File: src/rtl/oser10_ctrl_pkg.sv
// oser10_ctrl_pkg: shared types and constants for the OSER10 link sequencer.
package oser10_ctrl_pkg;

   // Width of the state counter and the underflow counter
   localparam int CNT_W = 16;

   // Default link words (bit 0 goes out first)
   localparam logic [9:0] TRAIN_WORD_DEF = 10'b1111100000;
   localparam logic [9:0] IDLE_WORD_DEF  = 10'b1101010100;

   // PRBS7 seed loaded on entry to run and on each PRBS_MODE rise
   localparam logic [6:0] PRBS_SEED = 7'h7F;

   typedef enum logic [1:0] {
      S_HOLD,
      S_WAIT,
      S_TRAIN,
      S_RUN
   } state_t;

endpackage

File: src/rtl/oser10_prbs7.sv
// oser10_prbs7: PRBS7 (x^7+x^6+1) generator producing 10 bits per cycle.
// word[0] is the first bit of the sequence in each step, so it is the
// bit that leaves the serializer first.
module oser10_prbs7
   import oser10_ctrl_pkg::*;
(
   input  logic       clk,
   input  logic       rst,
   input  logic       load,
   input  logic       adv,
   output logic [9:0] word
);

   logic [6:0] lfsr;
   logic [6:0] lfsr_nxt;

   // Unroll ten LFSR steps: each step emits the feedback bit and shifts it in
   always_comb begin
      logic [6:0] s;
      logic       fb;
      s    = lfsr;
      fb   = 1'b0;
      word = '0;
      for (int i = 0; i < 10; i++) begin
         fb      = s[6] ^ s[5];
         word[i] = fb;
         s       = {s[5:0], fb};
      end
      lfsr_nxt = s;
   end

   // LFSR state: seed load has priority over advance
   always_ff @(posedge clk or posedge rst) begin
      if (rst) begin
         lfsr <= PRBS_SEED;
      end else if (load) begin
         lfsr <= PRBS_SEED;
      end else if (adv) begin
         lfsr <= lfsr_nxt;
      end
   end

endmodule

File: src/rtl/oser10_ctrl.sv
// oser10_ctrl: link sequencer in front of an OSER10 10:1 serializer.
// Holds the serializer in reset, lets it settle, sends a training burst, then
// streams source words with idle insertion on underflow.
// Optional feature: define OSER10_CTRL_PRBS_EN to add the PRBS_MODE port and
// a PRBS7 test-pattern generator usable in the run state.
module oser10_ctrl
   import oser10_ctrl_pkg::*;
#(
   parameter int         RST_CYCLES  = 16,
   parameter int         WAIT_CYCLES = 4,
   parameter int         TRAIN_WORDS = 64,
   parameter logic [9:0] TRAIN_WORD  = TRAIN_WORD_DEF,
   parameter logic [9:0] IDLE_WORD   = IDLE_WORD_DEF
) (
   input  logic              PCLK,
   input  logic              RESET,
   input  logic              ENABLE,
   input  logic              RETRAIN,
   input  logic [9:0]        DATA,
   input  logic              DATA_VLD,
   output logic              DATA_RDY,
`ifdef OSER10_CTRL_PRBS_EN
   input  logic              PRBS_MODE,
`endif
   output logic              OSER_RST,
   output logic [9:0]        OSER_D,
   output logic              LINK_UP,
   output logic [CNT_W-1:0]  UFLOW_CNT
);

   localparam logic [CNT_W-1:0] RST_LAST  = CNT_W'(RST_CYCLES - 1);
   localparam logic [CNT_W-1:0] WAIT_LAST = CNT_W'(WAIT_CYCLES - 1);
   localparam logic [CNT_W-1:0] TRAIN_N   = CNT_W'(TRAIN_WORDS);
   localparam logic [CNT_W-1:0] CNT_ONE   = CNT_W'(1);

   state_t           state;
   // In S_TRAIN, cnt holds the number of training words already placed on
   // OSER_D; entry from S_RUN starts at 0 because the first cycle there still
   // carries the last source word.
   logic [CNT_W-1:0] cnt;

   // prbs_req: PRBS requested this cycle (drives the next DATA_RDY)
   // prbs_act: PRBS active this cycle (registered request, selects OSER_D)
   logic       prbs_req;
   logic       prbs_act;
   logic [9:0] prbs_word;

`ifdef OSER10_CTRL_PRBS_EN
   logic prbs_q;
   logic run_entry;
   logic prbs_load;
   logic prbs_adv;

   assign prbs_req  = PRBS_MODE;
   assign prbs_act  = prbs_q;
   assign run_entry = ENABLE && (state == S_TRAIN) && !RETRAIN && (cnt == TRAIN_N);
   assign prbs_load = run_entry || (PRBS_MODE && !prbs_q);
   assign prbs_adv  = ENABLE && (state == S_RUN) && prbs_q;

   // Registered copy of PRBS_MODE for rise detection and output select
   always_ff @(posedge PCLK or posedge RESET) begin
      if (RESET) begin
         prbs_q <= 1'b0;
      end else begin
         prbs_q <= PRBS_MODE;
      end
   end

   oser10_prbs7 u_prbs (
      .clk  (PCLK),
      .rst  (RESET),
      .load (prbs_load),
      .adv  (prbs_adv),
      .word (prbs_word)
   );
`else
   assign prbs_req  = 1'b0;
   assign prbs_act  = 1'b0;
   assign prbs_word = '0;
`endif

   // Sequencer FSM with registered outputs; ENABLE low overrides everything
   always_ff @(posedge PCLK or posedge RESET) begin
      if (RESET) begin
         state     <= S_HOLD;
         cnt       <= '0;
         OSER_RST  <= 1'b1;
         OSER_D    <= '0;
         DATA_RDY  <= 1'b0;
         LINK_UP   <= 1'b0;
         UFLOW_CNT <= '0;
      end else if (!ENABLE) begin
         // RETRAIN is dropped here by construction
         state    <= S_HOLD;
         cnt      <= '0;
         OSER_RST <= 1'b1;
         OSER_D   <= '0;
         DATA_RDY <= 1'b0;
         LINK_UP  <= 1'b0;
      end else begin
         case (state)
            S_HOLD: begin
               if (cnt == RST_LAST) begin
                  state    <= S_WAIT;
                  cnt      <= '0;
                  OSER_RST <= 1'b0;
               end else begin
                  cnt <= cnt + CNT_ONE;
               end
            end

            S_WAIT: begin
               if (cnt == WAIT_LAST) begin
                  state     <= S_TRAIN;
                  cnt       <= CNT_ONE;
                  OSER_D    <= TRAIN_WORD;
                  UFLOW_CNT <= '0;
               end else begin
                  cnt <= cnt + CNT_ONE;
               end
            end

            S_TRAIN: begin
               if (RETRAIN) begin
                  // restart the burst; this word is the first of the new count
                  cnt    <= CNT_ONE;
                  OSER_D <= TRAIN_WORD;
               end else if (cnt == TRAIN_N) begin
                  // nothing was accepted on this edge, so the first run word is idle
                  state    <= S_RUN;
                  cnt      <= '0;
                  OSER_D   <= IDLE_WORD;
                  DATA_RDY <= !prbs_req;
                  LINK_UP  <= 1'b1;
               end else begin
                  cnt    <= cnt + CNT_ONE;
                  OSER_D <= TRAIN_WORD;
               end
            end

            S_RUN: begin
               if (prbs_act) begin
                  OSER_D <= prbs_word;
               end else if (DATA_VLD && DATA_RDY) begin
                  OSER_D <= DATA;
               end else begin
                  OSER_D <= IDLE_WORD;
                  if (UFLOW_CNT != '1) begin
                     UFLOW_CNT <= UFLOW_CNT + CNT_ONE;
                  end
               end
               DATA_RDY <= !prbs_req;
               // the word chosen above still goes out; training follows it
               if (RETRAIN) begin
                  state     <= S_TRAIN;
                  cnt       <= '0;
                  DATA_RDY  <= 1'b0;
                  LINK_UP   <= 1'b0;
                  UFLOW_CNT <= '0;
               end
            end

            default: begin
               state <= S_HOLD;
               cnt   <= '0;
            end
         endcase
      end
   end

endmodule

File: config.mk
export PLATFORM = sky130hd
export DESIGN_NAME = oser10_ctrl
export DESIGN_NICKNAME = d
export VERILOG_FILES = /design/src/rtl/oser10_ctrl_pkg.sv /design/src/rtl/oser10_prbs7.sv /design/src/rtl/oser10_ctrl.sv
export SDC_FILE = /design/constraint.sdc
export NUM_CORES = 1
export LEC_CHECK = 0
export CAP_MARGIN = 5
export CELL_PAD_IN_SITES_DETAIL_PLACEMENT = 0
export CELL_PAD_IN_SITES_GLOBAL_PLACEMENT = 1
export CORE_MARGIN = 5
export CORE_UTILIZATION = 25
export CTS_CLUSTER_SIZE = 24
export DETAILED_ROUTE_END_ITERATION = 8
export PLACE_DENSITY_LB_ADDON = 0.15
export SYNTH_ARGS = -nofsm -noshare
export SYNTH_HDL_FRONTEND = slang
export SYNTH_SLANG_ARGS = --single-unit
export TNS_END_PERCENT = 100
File: constraint.sdc
create_clock -name PCLK -period 6.3 [get_ports PCLK]
set_input_delay 0.945 -clock PCLK [delete_from_list [all_inputs] [get_ports PCLK]]
set_output_delay 0.945 -clock PCLK [all_outputs]
set_load 0.03 [all_outputs]
Yosys cells after proc, flatten, opt, wreduce, memory -nomap -nowiden
Index checks and enable logic that the tools add are counted.

word-level totals
  register bits = 47
  latch bits = 0
  RAM bits = 0
  bits in read-only memories = 0
  bits of input ports = 15
  output and inout bits = 29
  word-level logic and storage cells = 73
  memories = 0

operators by class
  add/subtract/negate cells = 2
  multiply operators = 0
  divide/modulo/power cells = 0
  $lt $le $gt $ge = 0
  equality and inequality tests = 19
  shift operators = 0
  mux-type cells = 36
  bitwise logic cells = 0
  reduce and logical (&&, ||, !) cells = 9

operators by type and width
  kind                     number
  $mux W16                 10
  $pmux W16 S4             1
  $add A16 B1 Y16 const B  2
  $pmux W16 S2             1
  $mux W10                 3
  $pmux W10 S3             1
  $ne A3 B3 Y1 const B     7
  $eq A16 B2 Y1 const B    1
  $eq A16 B4 Y1 const B    1
  $eq A16 B7 Y1 const B    1
  $mux W8                  2
  $ne A16 B16 Y1 const B   1
  $mux W2                  6
  $reduce_and A5 Y1        2
  $mux W1                  9
  $pmux W2 S4              1
  $eq A2 B2 Y1 const B     2
  $ne A2 B1 Y1 const B     2
  $ne A4 B1 Y1 const B     1
  $pmux W1 S2              2
  $reduce_and A2 Y1        2
  $reduce_and A4 Y1        1
  $ne A3 B1 Y1 const B     1
  $reduce_and A3 Y1        1
  other kinds (5)          5

Logic depth before layout (Yosys ltp)
  depth after elaboration = 5
  mapped depth = 8
  mapped depth without buffers = 7

Worst setup path before layout
OpenSTA, ideal clock, no wires.

  kind = input-to-reg
  start = input ENABLE
  end = register UFLOW_CNT[13]
  setup time = 0.078 ns
  arrival time = 2.241 ns
  data required time = 6.222 ns
  path slack = 3.981 ns
  cell stages on the path = 6
  path buffers = 1
  cell sequence = o21ai_2 -> or2_1 -> clkbuf_1 -> or3_1 -> or4_1 -> a21oi_1

on the way
  longest elaborated chain between the ends = 1

ends and longest elaborated chain
  element                             line                RTL
  start, declared                     oser10_ctrl.sv:17   input logic ENABLE,
  $reduce_and A5 Y1 (no source line)  --
  end signal, assigned                oser10_ctrl.sv:149  UFLOW_CNT <= UFLOW_CNT + CNT_ONE;
  end, declared                       oser10_ctrl.sv:28   output logic [CNT_W-1:0] UFLOW_CNT

Every way passes these cells.
A chain may end at the register's enable or synchronous reset.

Worst setup path after layout
  start = input ENABLE
  end = register UFLOW_CNT[2]

Same word-level chain as after synthesis.

==> flow_summary.toml <==
[grt]
grt_pass1_wl_um = 12230
grt_overflow = 0
antenna_found_initial = 0
grtUsageTotal_pct = 11.79
grt_max_degree = 48
grt_pass1_vias = 2230

[detailed_routing]
route.met2.wl_um = 3549
wl_met1_um = 3714
remaining_drc_errors = 0
wirelength_um = 7552
wl_per_cell_um = 15.64
top_layer_used = "met4"
dr.pass1.iters = 4
drt_iter0_drc = 121
routed-wl-met3_um = 237
viasPerCell = 4.913
ant_nets = 0
vias = 2373

[hold_path]
worstHoldStart = "OSER_RST"
hold_class = "reg2reg"

[worst_setup_path]
critPathLaunch = "ENABLE"
cp.required_ps = 6530
cpMostUsedCell = "a21oi_1"
crit_path_max_fanout = 15
arrival_ps = 3280
crit_type = "in2reg"
cpLargestDelayFamily = "buffers and inverters"
cp-start-kind = "input port"
worstPathCellList = "clkdlybuf4s50_1 > clkinv_1 > a21oi_1 > nand2_1 > or4_1 > a21oi_1"
reg2reg_from = "cnt[0]"
critPathSlowestCell = "clkdlybuf4s50_1"
end_kind = "register"
slowest_delay_ps = 820
r2r_slack_ps = 3510
crit_buf_inv = 2

[die]
fp.dieH_um = 114.3
initial_core_util_pct = 25.30
io_pins = 44
die_area_mm2 = 0.01306
core_mm2 = 0.01075
die_x_um = 114.3
rows = 38

[synthesis]
ys_ff_latch = 47
synthCells = 301
synth_area_leaders = "dfrtp_1, nor2_1, nand2_1"
synth_edf_count = 0
synth_cell_type_count = 50
yosysWarnings = 0
synth_top_cells_by_count = "dfrtp_1, nor2_1, nand2_1"
ys_seq_area_share_pct = 43.30
synthArstFlopShare_pct = 100.0
yosys.cell_count.top_type = "dfrtp_1"
yosysTopAreaCell = "dfrtp_1"
synthFlopType = "dfrtp_1"
syn_avg_cell_area_um2 = 9.033
synth_nets = 323
yosys.area.top_type_share_pct = 42.34
mappedNetlistArea_mm2 = 0.002719

[finish]
fin_nets = 364
areaGrowthSynthToFinish_pct = 23.47
antenna_cells = 0
drive_gt1_share_pct = 4.665

[timing]
drv_slew = 0
grt_setup_unrepaired = "no"
period_needed_ps = 3048
hold_violations = 0
fmax_ghz = 0.3280
worst_pin_slew_ps = 1042
hold_ws_ps = 468.5
skew_ps = 8.201
timing.setup.tns_ps = 0
slew_headroom_pct = 30.42
setup_violations = 0
finalCritPeriodShare_pct = 48.39

[clock_tree]
htreeDepth = 2
cts_tree = "built"
postCtsSetupBuffers = 0
clock_path_buffers = 2
clock_latency_ps = 300
cts_sinks = 47
path_clk_slew_ps = 90
root_buffer = "clkbuf_8"
cts_inserted_buffers = 5
hold_buffers = 0
cts_resized = 0

[run]
maxCapViolCount = 0

[pwr]
powerDensity_mw_per_mm2 = 207.5
power_leakage_nw = 1.273
ir_drop_uv = 137.1

[status]
status = "finished, final reports clean"

[place]
place_hpwl_um = 5277
port_buffers = 43
gp_congestion = 0.7335
==> registers in the layout, summed over array words and instances, names as in the netlist <==
register   cells
OSER_D        10
OSER_RST       1
cnt           16
state          2
UFLOW_CNT     16
DATA_RDY       1
LINK_UP        1
==> path summary, 6_finish.rpt <==
check,to,cells past startpoint
max,UFLOW_CNT[2],6
min,OSER_RST,2
max reg2reg,cnt[11],6
min reg2reg,OSER_RST,2
max in group asynchronous,cnt[1],2
min in group asynchronous,UFLOW_CNT[5],2
==> tightest hold or removal path, cell delays in order, from the launching register on <==
cell and delay, ps:
dfstp_2 380, nand2_1 50, nand2_1 50
==> cell families (layout without fill, tap and decap cells) <==
logic type,count (synthesis),after routing,share of synthesized area (%)
and+or+nand+nor,137,137,26.60
AOI/OAI and AO/OA,64,64,15.37
DFF,47,47,43.30
buffers and inverters,24,66,3.958
xor gates and xnor gates,13,13,4.188
muxes,9,9,3.359
adders and majority gates,7,7,3.221
==> metal layers <==
layer,up-vias,GRT usage [%]
met3,5,1.956
met5,-,0
met2,38,18.89
met1,1148,16.72
li1,1182,-
met4,0,2.613
==> power breakdown <==
| group | internal [mW] | switching (mW) | total, mW |
|---|---|---|---|
| clock | 0.0793 | 0.104 | 0.183 |
| combinational | 0.0649 | 0.108 | 0.173 |
| sequential | 0.321 | 0.0188 | 0.340 |
==> final cells by class <==
cell class | count | area [um^2]
tap | 140 | 175.2
clock buffer | 8 | 80.08
sequential | 47 | 1177
timing repair buffer | 44 | 437.9
multi-input combinational | 230 | 1434
fill | 1157 | 7388
inverter | 14 | 52.55
==> layout by cell type (no fill, tap or decap), types with 8 or more instances in the layout <==
master and n:
or4_1 9, xnor2_1 12, nand2_1 29, mux2i_1 8
o31ai_1 9, clkdlybuf4s50_1 43, dfrtp_1 46, nor3_1 11
nand3_1 11, o21ai_0 12, nor2_1 32, inv_1 12
a21oi_1 17, nand4_1 13
==> stage by stage <==
stage	total power, mW	util, %	instance area [um^2]	cells	setup WS, ps
6_report	0.6964	31.24	3357	483	3252
3_3_place_gp	0.5219	30.50	3277	475	2903
3_5_place_dp	0.5213	30.50	3277	475	2874
4_1_cts	0.7104	31.24	3357	483	3191
5_1_grt	0.7435	31.24	3357	483	3003
2_1_floorplan	0.4553	-	2719	301	3981
Power figures use the tool's default switching activity.
